File: src/rtl/press_pkg.sv
// Shared types and the round-robin pick helper for the press arbiter.
package press_pkg;

  typedef enum logic {IDLE = 1'b0, COOL = 1'b1} arb_state_t;

  localparam int MAX_REQ = 8;

  typedef struct packed {
    logic       valid;
    logic [2:0] idx;
  } rr_pick_t;

  // First set bit of req scanning ptr+1, ptr+2, ... modulo n.
  function automatic rr_pick_t rr_pick(input logic [MAX_REQ-1:0] req,
                                       input logic [2:0]         ptr,
                                       input int                 n);
    rr_pick_t r;
    int       c;
    r = '0;
    for (int k = 1; k <= MAX_REQ; k++) begin
      if (k <= n) begin
        c = (int'(ptr) + k) % n;
        if (!r.valid && req[c[2:0]]) begin
          r.valid = 1'b1;
          r.idx   = c[2:0];
        end
      end
    end
    return r;
  endfunction

endpackage

File: src/rtl/press_edge.sv
// Per-button rising-edge detector; prev resets high so a button held through
// reset must be released before it can fire.
module press_edge (
  input  logic clk,
  input  logic Reset,
  input  logic press,
  output logic rise
);

  logic prev_q, prev_d;
  logic rise_q, rise_d;

  always_comb begin
    prev_d = press;
    rise_d = press & ~prev_q;
  end

  always_ff @(posedge clk) begin
    if (Reset) begin
      prev_q <= 1'b1;
      rise_q <= 1'b0;
    end else begin
      prev_q <= prev_d;
      rise_q <= rise_d;
    end
  end

  assign rise = rise_q;

endmodule

File: src/rtl/press_arbiter.sv
// Round-robin arbiter for push-button presses with a post-grant cooldown.
// Define PRESS_QUEUE_EN to hold non-granted presses pending instead of dropping them.
module press_arbiter
  import press_pkg::*;
#(
  parameter int N_REQ    = 2,
  parameter int COOLDOWN = 4,
  parameter int DROP_W   = 8
) (
  input  logic                     clk,
  input  logic                     Reset,
  input  logic [N_REQ-1:0]         press,
  input  logic                     enable,
  output logic [N_REQ-1:0]         grant,
  output logic [$clog2(N_REQ)-1:0] grant_id,
  output logic                     busy,
  output logic [DROP_W-1:0]        drop_cnt
);

  localparam int IDW   = $clog2(N_REQ);
  localparam int CNT_W = $clog2(COOLDOWN + 1);

  logic [N_REQ-1:0]   rise;
  logic [N_REQ-1:0]   pend;
  logic [N_REQ-1:0]   req;
  logic [N_REQ-1:0]   win_mask;
  logic [IDW-1:0]     win_id;
  logic [MAX_REQ-1:0] req_ext;
  logic [2:0]         ptr_ext;
  rr_pick_t           pick;

  arb_state_t         state_q, state_d;
  logic [CNT_W-1:0]   cnt_q, cnt_d;
  logic [IDW-1:0]     ptr_q, ptr_d;
  logic [N_REQ-1:0]   grant_q, grant_d;
  logic [IDW-1:0]     grant_id_q, grant_id_d;
  logic [DROP_W-1:0]  drop_q, drop_d;

  for (genvar g = 0; g < N_REQ; g++) begin : g_edge
    press_edge u_edge (
      .clk   (clk),
      .Reset (Reset),
      .press (press[g]),
      .rise  (rise[g])
    );
  end

`ifdef PRESS_QUEUE_EN
  logic [N_REQ-1:0] pend_q, pend_d;

  always_comb pend_d = (pend_q | rise) & ~win_mask;

  always_ff @(posedge clk) begin
    if (Reset) pend_q <= '0;
    else       pend_q <= pend_d;
  end

  assign pend = pend_q;
`else
  assign pend = '0;
`endif

  // Winner selection
  always_comb begin
    req        = rise | pend;
    req_ext    = '0;
    req_ext[N_REQ-1:0] = req;
    ptr_ext    = 3'(ptr_q);
    pick       = rr_pick(req_ext, ptr_ext, N_REQ);
    win_mask   = '0;
    win_id     = '0;
    if (state_q == IDLE && enable && pick.valid) begin
      for (int i = 0; i < N_REQ; i++) begin
        if (int'(pick.idx) == i) begin
          win_mask[i] = 1'b1;
          win_id      = IDW'(i);
        end
      end
    end
  end

  // Next state
  always_comb begin
    state_d    = state_q;
    cnt_d      = cnt_q;
    ptr_d      = ptr_q;
    grant_d    = '0;
    grant_id_d = grant_id_q;
    case (state_q)
      IDLE: begin
        if (|win_mask) begin
          grant_d    = win_mask;
          grant_id_d = win_id;
          ptr_d      = win_id;
          cnt_d      = CNT_W'(COOLDOWN - 1);
          state_d    = COOL;
        end
      end
      COOL: begin
        if (cnt_q == '0) state_d = IDLE;
        else             cnt_d   = cnt_q - 1'b1;
      end
      default: state_d = IDLE;
    endcase
  end

`ifdef PRESS_QUEUE_EN
  always_comb drop_d = '0;
`else
  logic [N_REQ-1:0]  dropped;
  logic [3:0]        n_drop;
  logic [DROP_W+4:0] drop_sum;

  // Every rise that did not win this cycle is lost; count saturates.
  always_comb begin
    dropped = rise & ~win_mask;
    n_drop  = '0;
    for (int i = 0; i < N_REQ; i++) begin
      if (dropped[i]) n_drop = n_drop + 4'd1;
    end
    drop_sum = {5'b0, drop_q} + (DROP_W + 5)'(n_drop);
    if (drop_sum > {5'b0, {DROP_W{1'b1}}}) drop_d = '1;
    else                                   drop_d = drop_sum[DROP_W-1:0];
  end
`endif

  always_ff @(posedge clk) begin
    if (Reset) begin
      state_q    <= IDLE;
      cnt_q      <= '0;
      ptr_q      <= IDW'(N_REQ - 1);
      grant_q    <= '0;
      grant_id_q <= '0;
      drop_q     <= '0;
    end else begin
      state_q    <= state_d;
      cnt_q      <= cnt_d;
      ptr_q      <= ptr_d;
      grant_q    <= grant_d;
      grant_id_q <= grant_id_d;
      drop_q     <= drop_d;
    end
  end

  // Outputs
  always_comb begin
    grant    = grant_q;
    grant_id = grant_id_q;
    busy     = (state_q == COOL);
    drop_cnt = drop_q;
  end

endmodule

File: config.mk
export PLATFORM = sky130hd
export DESIGN_NAME = press_arbiter
export DESIGN_NICKNAME = d
export VERILOG_FILES = /design/src/rtl/press_pkg.sv /design/src/rtl/press_edge.sv /design/src/rtl/press_arbiter.sv
export SDC_FILE = /design/constraint.sdc
export NUM_CORES = 1
export LEC_CHECK = 0
export BUFFER_PORTS_ARGS = -buffer_cell sky130_fd_sc_hd__buf_2
export CAP_MARGIN = 20
export CORE_MARGIN = 2
export CORE_UTILIZATION = 55
export CTS_BUF_LIST = sky130_fd_sc_hd__clkbuf_2 sky130_fd_sc_hd__clkbuf_4 sky130_fd_sc_hd__clkbuf_8
export DETAILED_ROUTE_END_ITERATION = 10
export HOLD_SLACK_MARGIN = 0.03
export PLACE_DENSITY = 0.8
export SETUP_SLACK_MARGIN = 0.15
export SYNTH_ARGS = -nofsm -noshare
export SYNTH_HDL_FRONTEND = slang
export SYNTH_SLANG_ARGS = --single-unit
File: constraint.sdc
create_clock -name clk -period 3.65 [get_ports clk]
set_input_delay 0.73 -clock clk [delete_from_list [all_inputs] [get_ports clk]]
set_output_delay 0.73 -clock clk [all_outputs]
set_load 0.01 [all_outputs]
Word level (Yosys, flattened, before mapping)

Cells that the tools add are included.

Add/sub/neg operators: 5
$mul: 0
Div/mod/pow operators: 0
Magnitude comparators: 3
Equal/unequal tests: 3
Shift operators: 0
Multiplexer cells: 19
Bitwise gates (word level): 10
Reductions and logical operators: 10

Operators by type and width:

| kind                                                                             | number |
|---|---|
| 4-bit 2-to-1 mux                                                                 | 3 |
| 8-bit by 4-bit adder with 9-bit output                                           | 1 |
| 9-bit by 8-bit greater-than comparator with 1-bit output (second input constant) | 1 |
| 3-bit by 4-bit less-than comparator with 1-bit output (second input constant)    | 2 |
| 1-bit 2-to-1 mux                                                                 | 8 |
| 8-bit 2-to-1 mux                                                                 | 1 |
| 3-bit logical NOT                                                                | 2 |
| 3-bit 2-to-1 mux                                                                 | 2 |
| 3-bit one-hot mux with 2 select lines                                            | 1 |
| 4-bit by 1-bit adder with 4-bit output (second input constant)                   | 1 |
| 1-bit binary-select mux with 2-bit select                                        | 2 |
| 1-bit inverter                                                                   | 4 |
| 2-bit AND reduction                                                              | 2 |
| 3-bit by 2-bit equality test with 1-bit output (second input constant)           | 1 |
| 1-bit logical AND                                                                | 3 |
| 3-bit OR reduction                                                               | 1 |
| 3-bit by 1-bit subtractor with 3-bit output (second input constant)              | 1 |
| 1-bit adder (second input constant)                                              | 2 |
| 1-bit bitwise AND                                                                | 2 |
| 1-bit bitwise AND (first input constant)                                         | 2 |
| 2-bit bitwise AND                                                                | 1 |
| 2-bit 2-to-1 mux                                                                 | 1 |
| 2-bit by 1-bit != test with 1-bit output (second input constant)                 | 1 |
| 2-bit != test (second input constant)                                            | 1 |
| other kinds (4)                                                                  | 4 |

Register bits: 20
Bits in latches: 0
Memory bits (writable): 0
ROM bits: 0
Input bits: 5
Output and inout bits: 12
Word-level logic and storage cells: 60
Memories kept: 0

Longest topological paths before layout

Gate-level depths: netlist of run 1.

Word-level depth: 19
Depth in mapped cells: 9
Mapped depth without buffers: 9

By module

From an unflattened synthesis of run 1, not the netlist that was laid out.

Cells, all modules: 91
Area, all modules: 879.6 um2

Modules (own cells, without submodules):

| module        | times used | cells each | area an instance (um2) | sequential area each (um2) |
|---|---|---|---|---|
| press_arbiter | 1          | 83         | 762.0                  | 320.3 |
| press_edge    | 2          | 4          | 58.8                   | 40.0 |

Worst setup path after synthesis of run 1

No wires, ideal clock.

Path type: input port to flip-flop
Start point: input enable
End point: register drop_q[7], in the netlist drop_cnt[7]
Setup time: 0.122 ns
Arrival time: 2.709 ns
Required time: 3.528 ns
Path slack: 0.819 ns
Cell stages on the path: 8
Path buffers: 0
Path through: nor2b_1 -> nand2b_1 -> and2_1 -> ha_1 -> ha_1 -> fa_1 -> and4_2 -> o311a_1

Cells in the longest elaborated chain, start to end: 11

Ends and longest elaborated chain:

| item                                                     | line                 | source |
|---|---|---|
| start, declared                                          | press_arbiter.sv:13  | `input logic enable,` |
| 1-bit logical AND (*) (2 in a row)                       | press_arbiter.sv:72  | `if (state_q == IDLE && enable && pick.valid) begin` |
| 2-bit 2-to-1 mux (*)                                     | press_arbiter.sv:72  |  |
| 2-bit inverter (*)                                       | press_arbiter.sv:116 | `dropped = rise & ~win_mask;` |
| 2-bit bitwise AND (*)                                    | press_arbiter.sv:116 |  |
| 1-bit 2-to-1 mux                                         | press_arbiter.sv:119 | `if (dropped[i]) n_drop = n_drop + 4'd1;` |
| 4-bit by 1-bit adder with 4-bit output                   | press_arbiter.sv:119 |  |
| 4-bit 2-to-1 mux (*)                                     | press_arbiter.sv:119 |  |
| 8-bit by 4-bit adder with 9-bit output (*)               | press_arbiter.sv:121 | `drop_sum = {5'b0, drop_q} + (DROP_W + 5)'(n_drop);` |
| 9-bit by 8-bit greater-than comparator with 1-bit output | press_arbiter.sv:122 | `if (drop_sum > {5'b0, {DROP_W{1'b1}}}) drop_d = '1;` |
| 8-bit 2-to-1 mux (*)                                     | press_arbiter.sv:122 |  |
| end signal, assigned                                     | press_arbiter.sv:141 | `drop_q <= drop_d;` |
| end, declared                                            | press_arbiter.sv:37  | `logic [DROP_W-1:0] drop_q, drop_d;` |

Every way passes the cells marked *; elsewhere a longest branch is shown, timed or not.
A chain may end at the register's enable or synchronous reset.

Worst setup path after layout of run 1

Start point: input enable
End point: register drop_q[5], in the netlist drop_cnt[5]

Same word-level chain as after synthesis.

==> results of run 1 <==
[flip-flops by register name, summed over array words and instances, names as in the netlist]
name	cells
ptr_q	1
grant_id	1
cnt_q	3
g_edge.u_edge.prev_q	2
g_edge.u_edge.rise	2
busy	1
grant	2
drop_cnt	8
[layer usage]
layer | vias up | GRT usage, % | share of wire (%)
li1 | 358 | - | -
met1 | 320 | 21.2 | 45
met2 | 10 | 31.2 | 50
met3 | 2 | 3.75 | 3.5
met4 | 0 | 9.09 | 0.67
met5 | - | 0 | 0
[metrics by stage]
stage | power [uW] | cells | setup slack, ns | utilization [%]
5_1_grt | 436 | 125 | 0.656 | 67.2
2_1_floorplan | 244 | 91 | 0.819 | -
3_3_place_gp | 249 | 121 | 0.618 | 63.7
4_1_cts | 427 | 125 | 0.897 | 67.2
3_5_place_dp | 250 | 121 | 0.572 | 63.7
6_report | 422 | 125 | 0.885 | 67.2
[how the worst min path moves through the flow]
stage | from | endpoint | slack (ns) | cells after the start
4_1_cts | g_edge[0].u_edge.prev_q | g_edge[0].u_edge.rise | 0.40 | 1
3_5_place_dp | g_edge[1].u_edge.prev_q | g_edge[1].u_edge.rise | 0.38 | 1
2_1_floorplan | g_edge[0].u_edge.prev_q | g_edge[0].u_edge.rise | 0.37 | 1
5_1_grt | g_edge[1].u_edge.prev_q | g_edge[1].u_edge.rise | 0.41 | 1
3_3_place_gp | g_edge[1].u_edge.prev_q | g_edge[1].u_edge.rise | 0.38 | 1
6_report | g_edge[0].u_edge.prev_q | g_edge[0].u_edge.rise | 0.40 | 1
[power groups by stage]
| stage | Sequential, uW | Combinational [uW] | Clock (uW) |
|---|---|---|---|
| 3_5_place_dp | 230 | 19.8 | 0 |
| 4_1_cts | 225 | 20.2 | 182 |
| 6_report | 225 | 19.9 | 177 |
| 5_1_grt | 226 | 23.0 | 188 |
| 3_3_place_gp | 230 | 19.3 | 0 |
| 2_1_floorplan | 230 | 14.3 | 0 |
[Yosys cell counts (3+ instances only)]
master   instances
a21oi_1         11
a31oi_1          3
dfxtp_1         20
ha_1             5
inv_1            8
nand2_1          4
nand3_1          3
nor2b_1          3
nor3b_1          3
or2_2            3
or3_1            3
[worst max-delay path, cell delays in order]
cell	delay (ns)
buf_2	0.08
nor2b_1	0.35
nand2b_1	0.12
and2_1	0.17
ha_1	0.29
ha_1	0.21
fa_1	0.44
and4_2	0.24
nand3_1	0.20
a31oi_1	0.11
[cell type report]
class | count | area [um^2] | area share, %
well taps | 16 | 20.0 | 1.98
repair buffers | 16 | 80.1 | 7.91
inverters | 8 | 30.0 | 2.97
multi-input cells | 61 | 429 | 42.4
clock inverters | 1 | 30.0 | 2.97
flip-flops and latches | 20 | 400 | 39.6
clock buffers | 3 | 22.5 | 2.22
[cell usage in the layout (no fill, tap or decap), types with 2 or more instances in the layout]
cell      synthesis  layout
a31oi_1           3       3
or3_1             3       3
a21oi_1          11      11
nor3b_1           3       3
o21ai_0           2       2
or2_2             3       3
ha_1              5       5
nand2_1           4       4
nor2_1            2       2
clkbuf_4          0       3
and2_1            2       2
nor2b_1           3       3
buf_2             0      16
xnor2_1           2       2
nand2b_1          2       2
nand3_1           3       3
dfxtp_1          20      20
inv_1             8       8
[cells by family (layout without fill, tap and decap cells)]
group | Yosys count | in the layout | synth area share, %
buffers and inverters | 10 | 28 | 5.15
DFF | 20 | 20 | 45.8
adders and majority gates | 6 | 6 | 9.44
muxes | 1 | 1 | 1.29
and+or+nand+nor | 30 | 30 | 20.9
AOI/OAI and AO/OA | 22 | 22 | 15.5
xor gates and xnor gates | 2 | 2 | 2.00
==> impl_metrics.ini, run 1 <==
[run_status]
run_status = finished, final reports clean

[clock_network]
cts_buffers = 3
cts_root_buffer = clkbuf_4
holdBufCountCts = 0
cts_num_sinks = 20
cts_buffer_depth = 2
cts.repair.resized = 0
post_cts_buffers = 0
insertion_delay_ns = 0.29
cts_tree = built
clkTransAtPathRegs_ns = 0.11
ctsHtreeMaxLevel = 1

[route]
vias = 690
drt_pass1_iterations = 4
vias_per_cell = 5.52
drc_errors = 0
drtIter0Drc = 2
wirelength_um = 1500
post_drt_wl_per_cell_um = 12.0
final_antenna_net_count = 0

[synth]
yosysTopAreaCell = dfxtp_1
synth-edff-count = 0
netlist_instances = 91
async_reset_ff_share_pct = 0
yosys_register_bits = 20
yosys.area.top_type_share_pct = 45.8
syn-cell-area_um2 = 875
synth_ff_type = dfxtp_1
yosysUniqueCellTypes = 31
ys_warn_count = 0
syn_area_per_cell_um2 = 9.61
yosysSeqAreaShare_pct = 45.8
synth_nets = 102
synth.area.top_cells = dfxtp_1 (46%), ha_1 (7.2%), a21oi_1 (6.3%), inv_1 (3.4%), nor3b_1 (2.6%)

[setup_path]
reg2reg_to = drop_cnt[5]
rr_startpoint = busy
arrival_ns = 2.95
cp-startpoint = enable
worstSetupStartpointType = input port
critical_path_class = in2reg
crit_end = drop_cnt[5]
path_max_fanout = 7
r2r_cells = 9
regToRegSetupSlack_ns = 1.07
cp.required_ns = 3.83
end_kind = flop

[pwr]
seqPwrFrac_pct = 53.3
p_leak_uw = 0.000419
swShare_pct = 18.8
clock_power_share_pct = 42.0
pwr-share-comb_pct = 4.7
netSwitchingPower_uw = 79.3
peakVddDrop_v = 0.000233
p_per_area_nw_per_um2 = 417
cellInternalPower_uw = 343

[floorplanning]
start_util_pct = 58.1
die_w_um = 43.9
ios = 17
rows = 14
die_h_um = 43.9
core-area_um2 = 1510
dieArea_um2 = 1930

[flow_run]
drv_cap = 0

[sta]
finalSetupViolCount = 0
worst_pin_slew_ns = 0.424
rsz0062_at_grt = false
final-max-slew-violation-count = 0
finalSetupTns_ns = 0
finalHoldViolCount = 0
skew_ns = 0.00367
max_clock_freq_mhz = 362
min_period_over_period_pct = 75.8
relSlewSlack_pct = 71.8
whs_ns = 0.397
period_minus_slack_ns = 2.77

[finish]
nets = 121
stdcell_area_um2 = 1010
syn2layout_area_growth_pct = 15.7
drive_above_1_share_pct = 23.9
fillCellCount = 133
n_antenna_cell = 0

[placement]
placed_cell_area_um2 = 960
dp_hpwl_um = 1090
port_buffers = 16
gp_congestion = 0.746

[global_routing]
overflow = 0
grt_first_pass_wirelength_um = 2580
antenna_found_initial = 0
grt_usage_pct = 18.2
grt_max_degree = 21
grt_pass1_vias = 628

[hold_path]
worst_hold_path_type = reg2reg
Note: power is estimated with default switching activity, not from simulation.
==> run 2: changes to the inputs <==
CORE_UTILIZATION = 50   (was 55)
PLACE_DENSITY = 0.76   (was 0.8)
clock period = 2.25 ns   (was 3.65 ns; I/O delays follow)
==> impl_metrics.ini, run 2 (same netlist as run 1, synthesis figures left out) <==
[sta]
rsz0062_at_grt = true
max_clock_freq_mhz = 492
setup_ws_ns = 0.217
final-max-slew-violation-count = 0
finalSetupViolCount = 0
worst_pin_slew_ns = 0.362
finalHoldViolCount = 0
skew_ns = 0.000982
period_minus_slack_ns = 2.03
relSlewSlack_pct = 75.8
min_period_over_period_pct = 90.3

[clock_network]
ctsHtreeMaxLevel = 1
cts_tree = built
holdBufCountCts = 0
insertion_delay_ns = 0.29
cts_root_buffer = clkbuf_4
clkTransAtPathRegs_ns = 0.10
cts_buffers = 3
cts_buffer_depth = 2
cts_num_sinks = 20

[run_status]
run_status = finished, final reports clean

[placement]
pre_cts_ws_ns = -0.0853
port_buffers = 16
dp_hpwl_um = 1150
placed_cell_area_um2 = 1010
gp_congestion = 0.789

[setup_path]
cp.required_ns = 2.43
slowest_delay_ns = 0.36
cp_slowest_cell = fa_2
path_delay_family = adder cells
path_max_fanout = 4
critical_path_class = reg2reg
path_cells = nor2b_4, nand2b_4, and2_4, ha_4, ha_4, fa_2, and4_4, o311a_1
end_kind = flop
worstSetupStartpointType = flop
critPathBufInv = 0
arrival_ns = 2.22
cp_common_cell = ha_4

[route]
final_antenna_net_count = 0
wirelength_um = 1680
vias = 729
drc_errors = 0
post_drt_wl_per_cell_um = 12.7
drtIter0Drc = 18
vias_per_cell = 5.52
drt_pass1_iterations = 4

[floorplanning]
start_util_pct = 51.8
die_h_um = 45.8
core-area_um2 = 1690
ios = 17
dieArea_um2 = 2100
rows = 15
die_w_um = 45.8

[global_routing]
overflow = 0
grt_pass1_vias = 681
grt_max_degree = 21
antenna_found_initial = 0
grt_first_pass_wirelength_um = 2870
grt_usage_pct = 19.3

[finish]
syn2layout_area_growth_pct = 27.2
nets = 128
largest_reg_flops = 8
final_cell_mix = dfxtp_1 (16), buf_2 (16), a21oi_1 (10)
fin_util_pct = 65.9
n_antenna_cell = 0
drive_above_1_share_pct = 40.9
stdcell_area_um2 = 1110

[pwr]
peakVddDrop_v = 0.000306
p_per_area_nw_per_um2 = 511
p_leak_uw = 0.000444

[hold_path]
worst_hold_path_type = in2reg

[flow_run]
drv_cap = 0
-- run 2: cell types whose count changed in the layout (fill, tap and decap cells not counted), sizes merged --
| cell | change |
|---|---|
| buf | +7 |
| bufinv | -1 |
-- run 2: what timing repair did --
item / in CTS / in global routing
pin swaps: 4 / 3
buffers inserted: 1 / 1
setup endpoints to repair: 8 / 8
resized for setup: 8 / 7
-- run 2: report_power, final --
| part | switching [uW] | internal, uW | total, uW |
|---|---|---|---|
| clock network | 97.9 | 62.2 | 160 |
| registers | 4.62 | 361 | 366 |
| logic | 20.8 | 21.6 | 42.3 |
| total | 123 | 445 | 568 |
-- run 2: final timing paths --
check	start	to	slack [ns]	cells past startpoint
max reg2reg	g_edge[1].u_edge.rise	drop_cnt[7]	0.22	8
min reg2reg	g_edge[0].u_edge.prev_q	g_edge[0].u_edge.rise	0.39	1
max	g_edge[1].u_edge.rise	drop_cnt[7]	0.22	8
min	press[0]	g_edge[0].u_edge.prev_q	0.35	2
-- run 2: cell type report --
class | count | area [um^2]
fillers | 137 | 577
multi-input cells | 61 | 500
inverters | 8 | 30.0
repair buffers | 23 | 133
flip-flops and latches | 20 | 405
clock buffers | 3 | 22.5
well taps | 17 | 21.3
-- run 2: metal layers --
metal / up-vias / global-route usage (%) / routed length, um
met5: - / 0 / 0
met4: 0 / 12.0 / 37
met3: 4 / 3.57 / 83
met2: 18 / 32.1 / 836
met1: 338 / 22.8 / 720
li1: 369 / - / -
-- run 2: metrics by stage --
step / hold WS (ns) / std cells / total power, uW / setup TNS, ns
after floorplan: 0.372 / 91 / 398 / 0
after global placement: 0.382 / 127 / 409 / -0.0656
after detailed placement: 0.385 / 127 / 411 / -0.449
after CTS: 0.343 / 131 / 575 / 0
after global routing: 0.344 / 132 / 596 / 0
final: 0.352 / 132 / 568 / 0
==> run 3: changes to the inputs <==
==> constraint.sdc (replaced) <==
create_clock -name clk -period 2.25 [get_ports clk]
set_input_delay 0.225 -clock clk [delete_from_list [all_inputs] [get_ports clk]]
set_output_delay 0.225 -clock clk [all_outputs]
set_load 0.01 [all_outputs]
==> impl_metrics.ini, run 3 (same netlist as run 1, synthesis figures left out) <==
[global_routing]
grt_usage_pct = 18.9
antenna_found_initial = 0
grt_first_pass_wirelength_um = 2860
grt_max_degree = 21
grtUsageMet3_pct = 3.57
use_met2_pct = 34.1
overflow = 0
busiest_layer = met2
grtUsageMet1_pct = 22.7
grt_pass1_vias = 667

[clock_network]
cts_tree = built
cts_num_sinks = 20
insertion_delay_ns = 0.29
cts_buffer_depth = 2
clkTransAtPathRegs_ns = 0.11
cts_buffers = 3
cts_root_buffer = clkbuf_4
holdBufCountCts = 0
ctsHtreeMaxLevel = 1

[pwr]
pwr-share-comb_pct = 7.7
p_per_area_nw_per_um2 = 520
cellInternalPower_uw = 464
netSwitchingPower_uw = 129
clock_power_share_pct = 30.7
peakVddDrop_v = 0.000380
p_leak_uw = 0.000447
seqPwrFrac_pct = 61.6
swShare_pct = 21.8

[sta]
relSlewSlack_pct = 69.6
worst_pin_slew_ns = 0.455
skew_ns = 0.00685
whs_ns = 0.132
period_minus_slack_ns = 2.09
final-max-slew-violation-count = 0
finalSetupViolCount = 0
finalHoldViolCount = 0
max_clock_freq_mhz = 479
finalSetupTns_ns = 0
rsz0062_at_grt = true
min_period_over_period_pct = 92.8

[floorplanning]
die_w_um = 45.8
start_util_pct = 51.8
dieArea_um2 = 2100
core-area_um2 = 1690
die_h_um = 45.8
rows = 15
ios = 17

[placement]
dpl.cell_count = 123
gp_congestion = 0.779
dp_hpwl_um = 1190
port_buffers = 16

[setup_path]
cp_common_cell = ha_4
cp.required_ns = 2.43
arrival_ns = 2.27
path_max_fanout = 4
reg2reg_to = drop_cnt[7]
path_cells = nor2b_4, nand2b_4, and2_4, ha_4, ha_4, buf_6, a21oi_4, or3_1, o311a_1
cp_slowest_cell = dfxtp_4
path_delay_family = simple AND/OR/NAND/NOR gates
critPathBufInv = 1
regToRegSetupSlack_ns = 0.16
r2r_cells = 9
worstSetupStartpointType = flop
slowest_delay_ns = 0.38
rr_startpoint = busy
end_kind = flop
critical_path_class = reg2reg

[finish]
fillCellCount = 129
largest_reg_flops = 8
final_cell_mix = dfxtp_1 (16), buf_2 (16), a21oi_1 (10)
fin_util_pct = 67.6
n_antenna_cell = 0
drive_above_1_share_pct = 41.4
syn2layout_area_growth_pct = 30.5
final_cells = 133
nets = 128

[route]
drt_pass1_iterations = 4
final_antenna_net_count = 0
wirelength_um = 1870
post_drt_wl_per_cell_um = 14.1
drc_errors = 0
drtIter0Drc = 14
vias_per_cell = 5.44
vias = 724

[hold_path]
worst_hold_path_type = in2reg
min_from = press[1]
hold_depth = 2
worstHoldEndpoint = g_edge[1].u_edge.prev_q

[run_status]
run_status = finished, final reports clean

[flow_run]
drv_cap = 0
run 3: cell count changes in the layout (fill, tap and decap cells not counted), sizes merged:
cell / delta
clkbuf: +1
run 3: what timing repair did:
action | in CTS | in global routing
setup buffers | 4 | 2
resized for setup | 11 | 5
pin swaps | 5 | 5
setup endpoints to repair | 8 | 4
run 3: layer usage:
| metal | vias up | part of all wire (%) |
|---|---|---|
| met2 | 15 | 52 |
| li1 | 370 | - |
| met5 | - | 0 |
| met4 | 0 | 2.0 |
| met3 | 4 | 3.2 |
| met1 | 335 | 43 |
run 3: worst max path at each step:
| stage | endpoint | startpoint | depth (start not counted) |
|---|---|---|---|
| global placement | drop_cnt[6] | enable | 10 |
| floorplan | drop_cnt[6] | busy | 9 |
| finish | drop_cnt[7] | busy | 9 |
| CTS | drop_cnt[7] | busy | 8 |
| detailed placement | drop_cnt[6] | g_edge[1].u_edge.rise | 9 |
| global route | drop_cnt[7] | busy | 9 |
run 3: power by group through the flow:
| stage | clock (uW) | combinational, uW | sequential (uW) |
|---|---|---|---|
| 5_1_grt | 204 | 50.4 | 366 |
| 4_1_cts | 187 | 41.8 | 365 |
| 2_1_floorplan | 0 | 24.4 | 373 |
| 3_3_place_gp | 0 | 32.8 | 372 |
| 3_5_place_dp | 0 | 33.6 | 372 |
| 6_report | 182 | 45.4 | 366 |
run 3: final cells by class:
class                           count  area, um^2  area share [%]
Timing Repair Buffer               23         136            12.0
Clock buffer                        4        30.0            2.63
Multi-Input combinational cell     61         515            45.2
Tap cell                           17        21.3            1.86
Sequential cell                    20         408            35.7
Inverter                            8        30.0            2.63
run 3: worst register-to-register path, stage by stage, from the launching register on:
cell and delay (ns):
dfxtp_4 0.38, nor2b_4 0.17, nand2b_4 0.07, and2_4 0.14
ha_4 0.26, ha_4 0.13, buf_6 0.10, a21oi_4 0.05
or3_1 0.36, o311a_1 0.33
run 3: stage by stage:
stage / setup slack [ns] / instance area [um^2] / total power, uW
6_report: 0.161 / 1140 / 593
5_1_grt: 0.0932 / 1140 / 621
4_1_cts: 0.132 / 1100 / 594
3_5_place_dp: 0.00778 / 986 / 406
3_3_place_gp: 0.0633 / 986 / 405
2_1_floorplan: 0.147 / 892 / 397
